`src/rtl/add_sub_sat_pipe_pkg.sv`:
```
// add_sub_pkg: Q-format constants, opcodes and saturation limits shared by add_sub_sat_pipe.
// Revision 1.0
`default_nettype none

package add_sub_pkg;

  localparam int Q_N    = 32;
  localparam int Q_FRAC = 24;

  // Widest operand the limit helpers support.
  localparam int MAX_W  = 64;

  typedef enum logic {
    OP_ADD = 1'b0,
    OP_SUB = 1'b1
  } op_e;

  function automatic logic [MAX_W-1:0] sat_max(input int n);
    sat_max = (MAX_W'(1) << (n - 1)) - MAX_W'(1);
  endfunction

  function automatic logic [MAX_W-1:0] sat_min(input int n);
    sat_min = MAX_W'(1) << (n - 1);
  endfunction

endpackage

`default_nettype wire

```
`src/rtl/add_sub_sat_pipe_stage.sv`:
```
// pipe_reg_stage: one valid/ready register slice carrying {result, ovf}.
// Revision 1.0
`default_nettype none

module pipe_reg_stage
  import add_sub_pkg::*;
#(
  parameter int N = Q_N
) (
  input  logic         clk,
  input  logic         rst,
  input  logic         in_valid,
  output logic         in_ready,
  input  logic [N-1:0] in_result,
  input  logic         in_ovf,
  output logic         out_valid,
  input  logic         out_ready,
  output logic [N-1:0] out_result,
  output logic         out_ovf
);

  logic         valid_r;
  logic [N-1:0] result_r;
  logic         ovf_r;

  // Load when empty or when the current entry leaves this same edge.
  assign in_ready = !valid_r || out_ready;

  always_ff @(posedge clk) begin
    if (rst) begin
      valid_r  <= 1'b0;
      result_r <= '0;
      ovf_r    <= 1'b0;
    end else if (in_ready) begin
      valid_r <= in_valid;
      if (in_valid) begin
        result_r <= in_result;
        ovf_r    <= in_ovf;
      end
    end
  end

  assign out_valid  = valid_r;
  assign out_result = result_r;
  assign out_ovf    = ovf_r;

endmodule

`default_nettype wire

```
`src/rtl/add_sub_sat_pipe.sv`:
```
// add_sub_sat_pipe: pipelined signed add/sub with optional saturation and valid/ready flow control.
// Revision 1.0
`default_nettype none

module add_sub_sat_pipe
  import add_sub_pkg::*;
#(
  parameter int N      = Q_N,
  parameter int FRAC   = Q_FRAC,
  parameter int STAGES = 2,
  parameter int SAT    = 1
) (
  input  logic         clk,
  input  logic         rst,
  input  logic         in_valid,
  output logic         in_ready,
  input  logic [N-1:0] X,
  input  logic [N-1:0] Y,
  input  logic         a_s,
  output logic         out_valid,
  input  logic         out_ready,
  output logic [N-1:0] result,
  output logic         ovf
);

  if (STAGES < 1 || STAGES > 4 || FRAC < 0 || FRAC >= N || N > MAX_W) begin : g_param_check
    $error("add_sub_sat_pipe: illegal parameter set");
  end

  localparam logic [N-1:0] MAX_VAL = N'(sat_max(N));
  localparam logic [N-1:0] MIN_VAL = N'(sat_min(N));

  logic [N:0]   wide_x;
  logic [N:0]   wide_y;
  logic [N:0]   wide_sum;
  logic         sum_ovf;
  logic [N-1:0] sum_res;

  always_comb begin
    wide_x   = {X[N-1], X};
    wide_y   = {Y[N-1], Y};
    wide_sum = (a_s == OP_SUB) ? (wide_x - wide_y) : (wide_x + wide_y);
    // The extra sign bit disagrees with the top result bit only on overflow.
    sum_ovf  = wide_sum[N] ^ wide_sum[N-1];
    sum_res  = wide_sum[N-1:0];
    if (SAT != 0 && sum_ovf) begin
      sum_res = wide_sum[N] ? MIN_VAL : MAX_VAL;
    end
  end

  logic [STAGES:0] vld;
  logic [STAGES:0] rdy;
  logic [N-1:0]    dat_res [STAGES+1];
  logic [STAGES:0] dat_ovf;

  assign vld[0]      = in_valid;
  assign dat_res[0]  = sum_res;
  assign dat_ovf[0]  = sum_ovf;
  assign rdy[STAGES] = out_ready;
  assign in_ready    = rdy[0];

  for (genvar k = 0; k < STAGES; k++) begin : g_stage
    pipe_reg_stage #(
      .N(N)
    ) u_stage (
      .clk       (clk),
      .rst       (rst),
      .in_valid  (vld[k]),
      .in_ready  (rdy[k]),
      .in_result (dat_res[k]),
      .in_ovf    (dat_ovf[k]),
      .out_valid (vld[k+1]),
      .out_ready (rdy[k+1]),
      .out_result(dat_res[k+1]),
      .out_ovf   (dat_ovf[k+1])
    );
  end

  assign out_valid = vld[STAGES];
  assign result    = dat_res[STAGES];
  assign ovf       = dat_ovf[STAGES];

endmodule

`default_nettype wire

```
`config.mk`:
```
export PLATFORM = sky130hd
export DESIGN_NAME = add_sub_sat_pipe
export DESIGN_NICKNAME = d
export VERILOG_FILES = /design/src/rtl/add_sub_sat_pipe_pkg.sv /design/src/rtl/add_sub_sat_pipe_stage.sv /design/src/rtl/add_sub_sat_pipe.sv
export SDC_FILE = /design/constraint.sdc
export NUM_CORES = 1
export LEC_CHECK = 0
export CORE_MARGIN = 2
export CORE_UTILIZATION = 49
export DETAILED_ROUTE_END_ITERATION = 7
export HOLD_SLACK_MARGIN = 0.08
export MAX_ROUTING_LAYER = met4
export PLACE_DENSITY_LB_ADDON = 0.05
export SLEW_MARGIN = 20
export SYNTH_ARGS = -nofsm -noshare
export SYNTH_HDL_FRONTEND = slang
export SYNTH_HIERARCHICAL = 1
export SYNTH_SLANG_ARGS = --single-unit
export TNS_END_PERCENT = 10
```
`constraint.sdc`:
```
create_clock -name clk -period 5 [get_ports clk]
set_input_delay 0.75 -clock clk [delete_from_list [all_inputs] [get_ports clk]]
set_output_delay 0.75 -clock clk [all_outputs]
set_load 0.01 [all_outputs]
```
Word-level counts from Yosys, hierarchy flattened
Cells that the tools add are included.
Widths: inputs -> output; s select.
{ "classes": {"add_sub_neg": 2, "mux": 3, "bitwise_logic": 1, "n_reduce_logical": 6} }
{ "ops": {"columns": ["cell", "count"], "rows": [
  ["$mux 32", 2],
  ["$add 32x32->33", 1],
  ["$mux 33", 1],
  ["$sub 32x32->33", 1],
  ["$reduce_and 2->1", 2],
  ["$logic_not 1->1", 2],
  ["$logic_or 1x1->1", 2],
  ["$xor 1x1->1", 1]
]} }
{ "totals": {"reg_bits": 68, "inputBits": 69, "out_inout_bits": 35, "elab_cells": 18} }

Depth between registers and ports, before layout
{ "logic_depth": {"word_depth": 4, "ltp_mapped": 21, "depth_no_buf": 19} }

Cells and area by module
The synthesis kept the hierarchy.
{ "by_module_without_submodules": {"columns": ["mod", "instances", "cells_per_inst", "area_per_inst_um2", "seq_area_each_um2"], "rows": [
  ["pipe_reg_stage", 2, 155, 1621.6, 680.7],
  ["add_sub_sat_pipe", 1, 400, 2741.4, 0.0]
]} }

Worst setup path after synthesis
No wires, ideal clock.
{ "synth_path": {"kind": "input -> register", "from": "input port Y[3]", "to": "register g_stage[0].u_stage.result_r[19]", "setup_ps": 66, "arrival_time_ps": 4874, "required_ps": 4934, "setup_slack_ps": 60, "path_stages": 21, "path_buffers": 2, "path_cell_list": "or4_1 nor2b_1 nand2_1 or2_2 nor4_1 nor2_1 xnor2_1 ha_1 clkbuf_1 nand2_1 o21ai_0 a31oi_1 o21ai_0 mux2i_1 o41ai_1 a311oi_4 nand2_4 buf_6 a21oi_2 nand3_1 a21oi_2"} }
{ "synth_lines": {"columns": ["element", "line_no", "text"], "rows": [
  ["from (decl)", "add_sub_sat_pipe.sv:18", "input logic [N-1:0] Y,"],
  ["to (signal assigned)", "add_sub_sat_pipe_stage.sv:37", "result_r <= in_result;"],
  ["to (decl)", "add_sub_sat_pipe_stage.sv:23", "logic [N-1:0] result_r;"]
]} }

==> out/metrics.yaml <==
status: "finished clean"
placed_cells: 1020
r2r_end: "g_stage[0].u_stage/out_result[24]"
p_leak_nw: 3.41
numCtsBuffers: 9
endpoint_kind: "flop"
port_buffers: 103
wirelength_mm: 16.6
slew_headroom_pct: 28.3
grt_pass1_vias: 5490
syn_area_per_cell_um2: 8.43
ys_warn_count: 6
seq_area_frac_synth_pct: 22.7
antenna_left: 0
syn-num-nets: 813
maxCapViolations: 0
drtIter0Drc: 332
setup_violations: 0
vias_per_cell: 5.52
yosys.area.top_type: "dfxtp_1"
grt_max_degree: 69
finalHoldViolations: 0
ys_types: 58
start_util_pct: 50.0
yosys-top-cells-area: "dfxtp_1 23%, a21oi_2 12%, a21bo_1 11%"
antenna_found_initial: 0
vias: 5862
worstHoldPathCells: 2
fin_nets: 1013
synth.top_cell.area_share_pct: 22.7
peakVddDrop_mv: 0.150
tightest_slew_ps: 1080
gr-usage-all-layers_pct: 25.1
fin_cells: 1062
stdcell_area_mm2: 0.00865
min_from: "g_stage[0].u_stage/out_result[31]"
critPathKind: "in2reg"
syn_to_final_growth_pct: 44.6
setup_tns_ps: 0
r2r_slack_ps: 3450
postPlaceCellArea_mm2: 0.00773
report.final.slew_viol_count: 0
cts.sinks: 68
io_pins: 104
synth.most_common_cell: "a21oi_2"
min_period_ps: 4830
n_fill_cell: 908
grt_overflow: 0
worstHoldEndpoint: "g_stage[1].u_stage/out_result[31]"
holdWs_ps: 479
fp.coreArea_mm2: 0.0120
synth-edff-count: 0
drc_errors: 0
cts.path.max_buffers: 2
clk_latency_ps: 330
diodes: 0
syn_inst: 710
cts.clk_slew.worst_paths_ps: 50
power_density_mw_per_mm2: 296
dieArea_mm2: 0.0131
cts_tree: "yes"
final_util_pct: 72.4
worstPathRequired_ps: 5170
synth_common_cells: "81 x a21oi_2, 77 x nand3_1, 68 x dfxtp_1, 67 x a21bo_1, 55 x a21oi_1"
die_height_um: 115
ys_ff_latch: 68
path_max_fanout: 4
root_buffer: "clkbuf_16"
arrival_ps: 4990
reg2reg_from: "g_stage[1].u_stage/out_valid"
cp-start-kind: "input pin"
hpwlAfterDp_mm: 11.8
ff2ff_path_depth: 4
worst_clock_skew_ps: 6.07
grt_pass1_wl_mm: 26.3
synth_ff_type: "dfxtp_1"
h-tree-depth: 3
drive_above_1_share_pct: 33.0
place_congestion: 0.891
synth_area_mm2: 0.00598
post_drt_wl_per_cell_um: 15.7
std_cell_rows: 40
postSynth.asyncResetShare_pct: 0
fmax_ghz: 0.207
fp.dieW_um: 115
holdCritPathClass: "reg2reg"
drt-pass1-iter-count: 5
period_share_pct: 96.5
==> stage by stage <==
stage / setup WS [ps] / total power [mW]
2_1_floorplan: 60.0 / 1.34
3_3_place_gp: -717 / 1.68
3_5_place_dp: -796 / 1.70
4_1_cts: 9.33 / 2.44
5_1_grt: -47.0 / 2.69
6_report: 173 / 2.56
==> state kept, by name, indices dropped and copies added, names as in the netlist <==
name,cells
g_stage.u_stage/out_ovf,2
g_stage.u_stage/out_result,64
g_stage.u_stage/out_valid,2
==> report_power, final <==
| part | switching [mW] | internal, mW | total (mW) |
|---|---|---|---|
| logic | 0.632 | 0.657 | 1.29 |
| clock network | 0.221 | 0.411 | 0.632 |
| registers | 0.0338 | 0.605 | 0.638 |
| total | 0.887 | 1.67 | 2.56 |
==> kinds of logic (layout without fill, tap and decap cells) <==
kind of cell               after synthesis  after routing  synth area share [%]
AOI/OAI and AO/OA                      270            270                  35.7
and+or+nand+nor                        199            200                  16.9
adders and majority gates               39             39                  8.07
buffers and inverters                   72            276                  7.05
muxes                                    2              2                 0.335
xor gates and xnor gates                60             60                  9.22
DFF                                     68             68                  22.7
==> worst max path at each step <==
stage	start	to	slack, ps	cells after the start
final	Y[1]	g_stage[0].u_stage/out_result[7]	170	25
after CTS	Y[0]	g_stage[0].u_stage/out_result[20]	9	22
after global placement	Y[3]	g_stage[0].u_stage/out_result[21]	-720	21
after floorplan	Y[3]	g_stage[0].u_stage/out_result[19]	60	21
after detailed placement	Y[3]	g_stage[0].u_stage/out_result[3]	-800	21
after global routing	Y[18]	g_stage[0].u_stage/out_result[3]	-50	23
==> final cells by class <==
| class | instances | area, um2 | area share [%] |
|---|---|---|---|
| multi-input combinational | 571 | 4530 | 52.3 |
| timing repair buffer | 245 | 2220 | 25.6 |
| sequential | 68 | 1360 | 15.7 |
| clock buffer | 12 | 256 | 2.96 |
| tap | 147 | 184 | 2.13 |
| inverter | 15 | 56.3 | 0.651 |
| clock inverter | 4 | 47.5 | 0.549 |
==> repair_timing <==
action,4_1_cts,5_1_grt
setup buffers,10,12
hold buffers,0,0
resized for setup,27,51
pin swaps,20,32
gates cloned,2,2
endpoints found under the setup margin,32,33
==> cells in the final DEF (no fill, tap or decap), types with 5 or more instances in the layout <==
cell               n
buf_4            133
dfxtp_1           67
nand3_1           64
nor4_1             6
o21bai_1           5
inv_1             15
a31oi_1            5
nand2_1           20
clkbuf_16         11
maj3_1             5
a21o_1            11
nor3_1             9
xor2_1            13
xnor2_1           44
a21oi_4            5
nor2_1            46
o21ai_0           14
nand2b_1           6
a21oi_2           84
a21oi_1           47
ha_1              31
clkdlybuf4s50_1   94
a21bo_1           67
nand3_2           12
==> worst max-delay path: stages <==
cell and delay (ps):
dlygate4sd2_1 240, buf_4 140, inv_1 60, ha_2 180, nor3b_4 170, buf_4 150
nand3_1 110, nor4_1 280, buf_4 190, buf_4 110, a21oi_1 70, xnor2_1 130
ha_1 360, buf_4 160, buf_4 130, inv_1 70, o21bai_1 80, a31o_2 280
o41ai_4 400, a311oi_4 70, buf_4 150, buf_4 140, maj3_1 390, nand3_2 120
a21oi_2 70
==> layer usage <==
layer  wire (um)  global-route usage (%)  vias to the layer above
met5           0                       -                        -
met4         314                    8.05                        0
met3         647                    2.70                       25
met2        7640                    38.9                      191
met1        8040                    34.2                     2681
li1            -                       -                     2965
(Power assumes the default switching activity.)
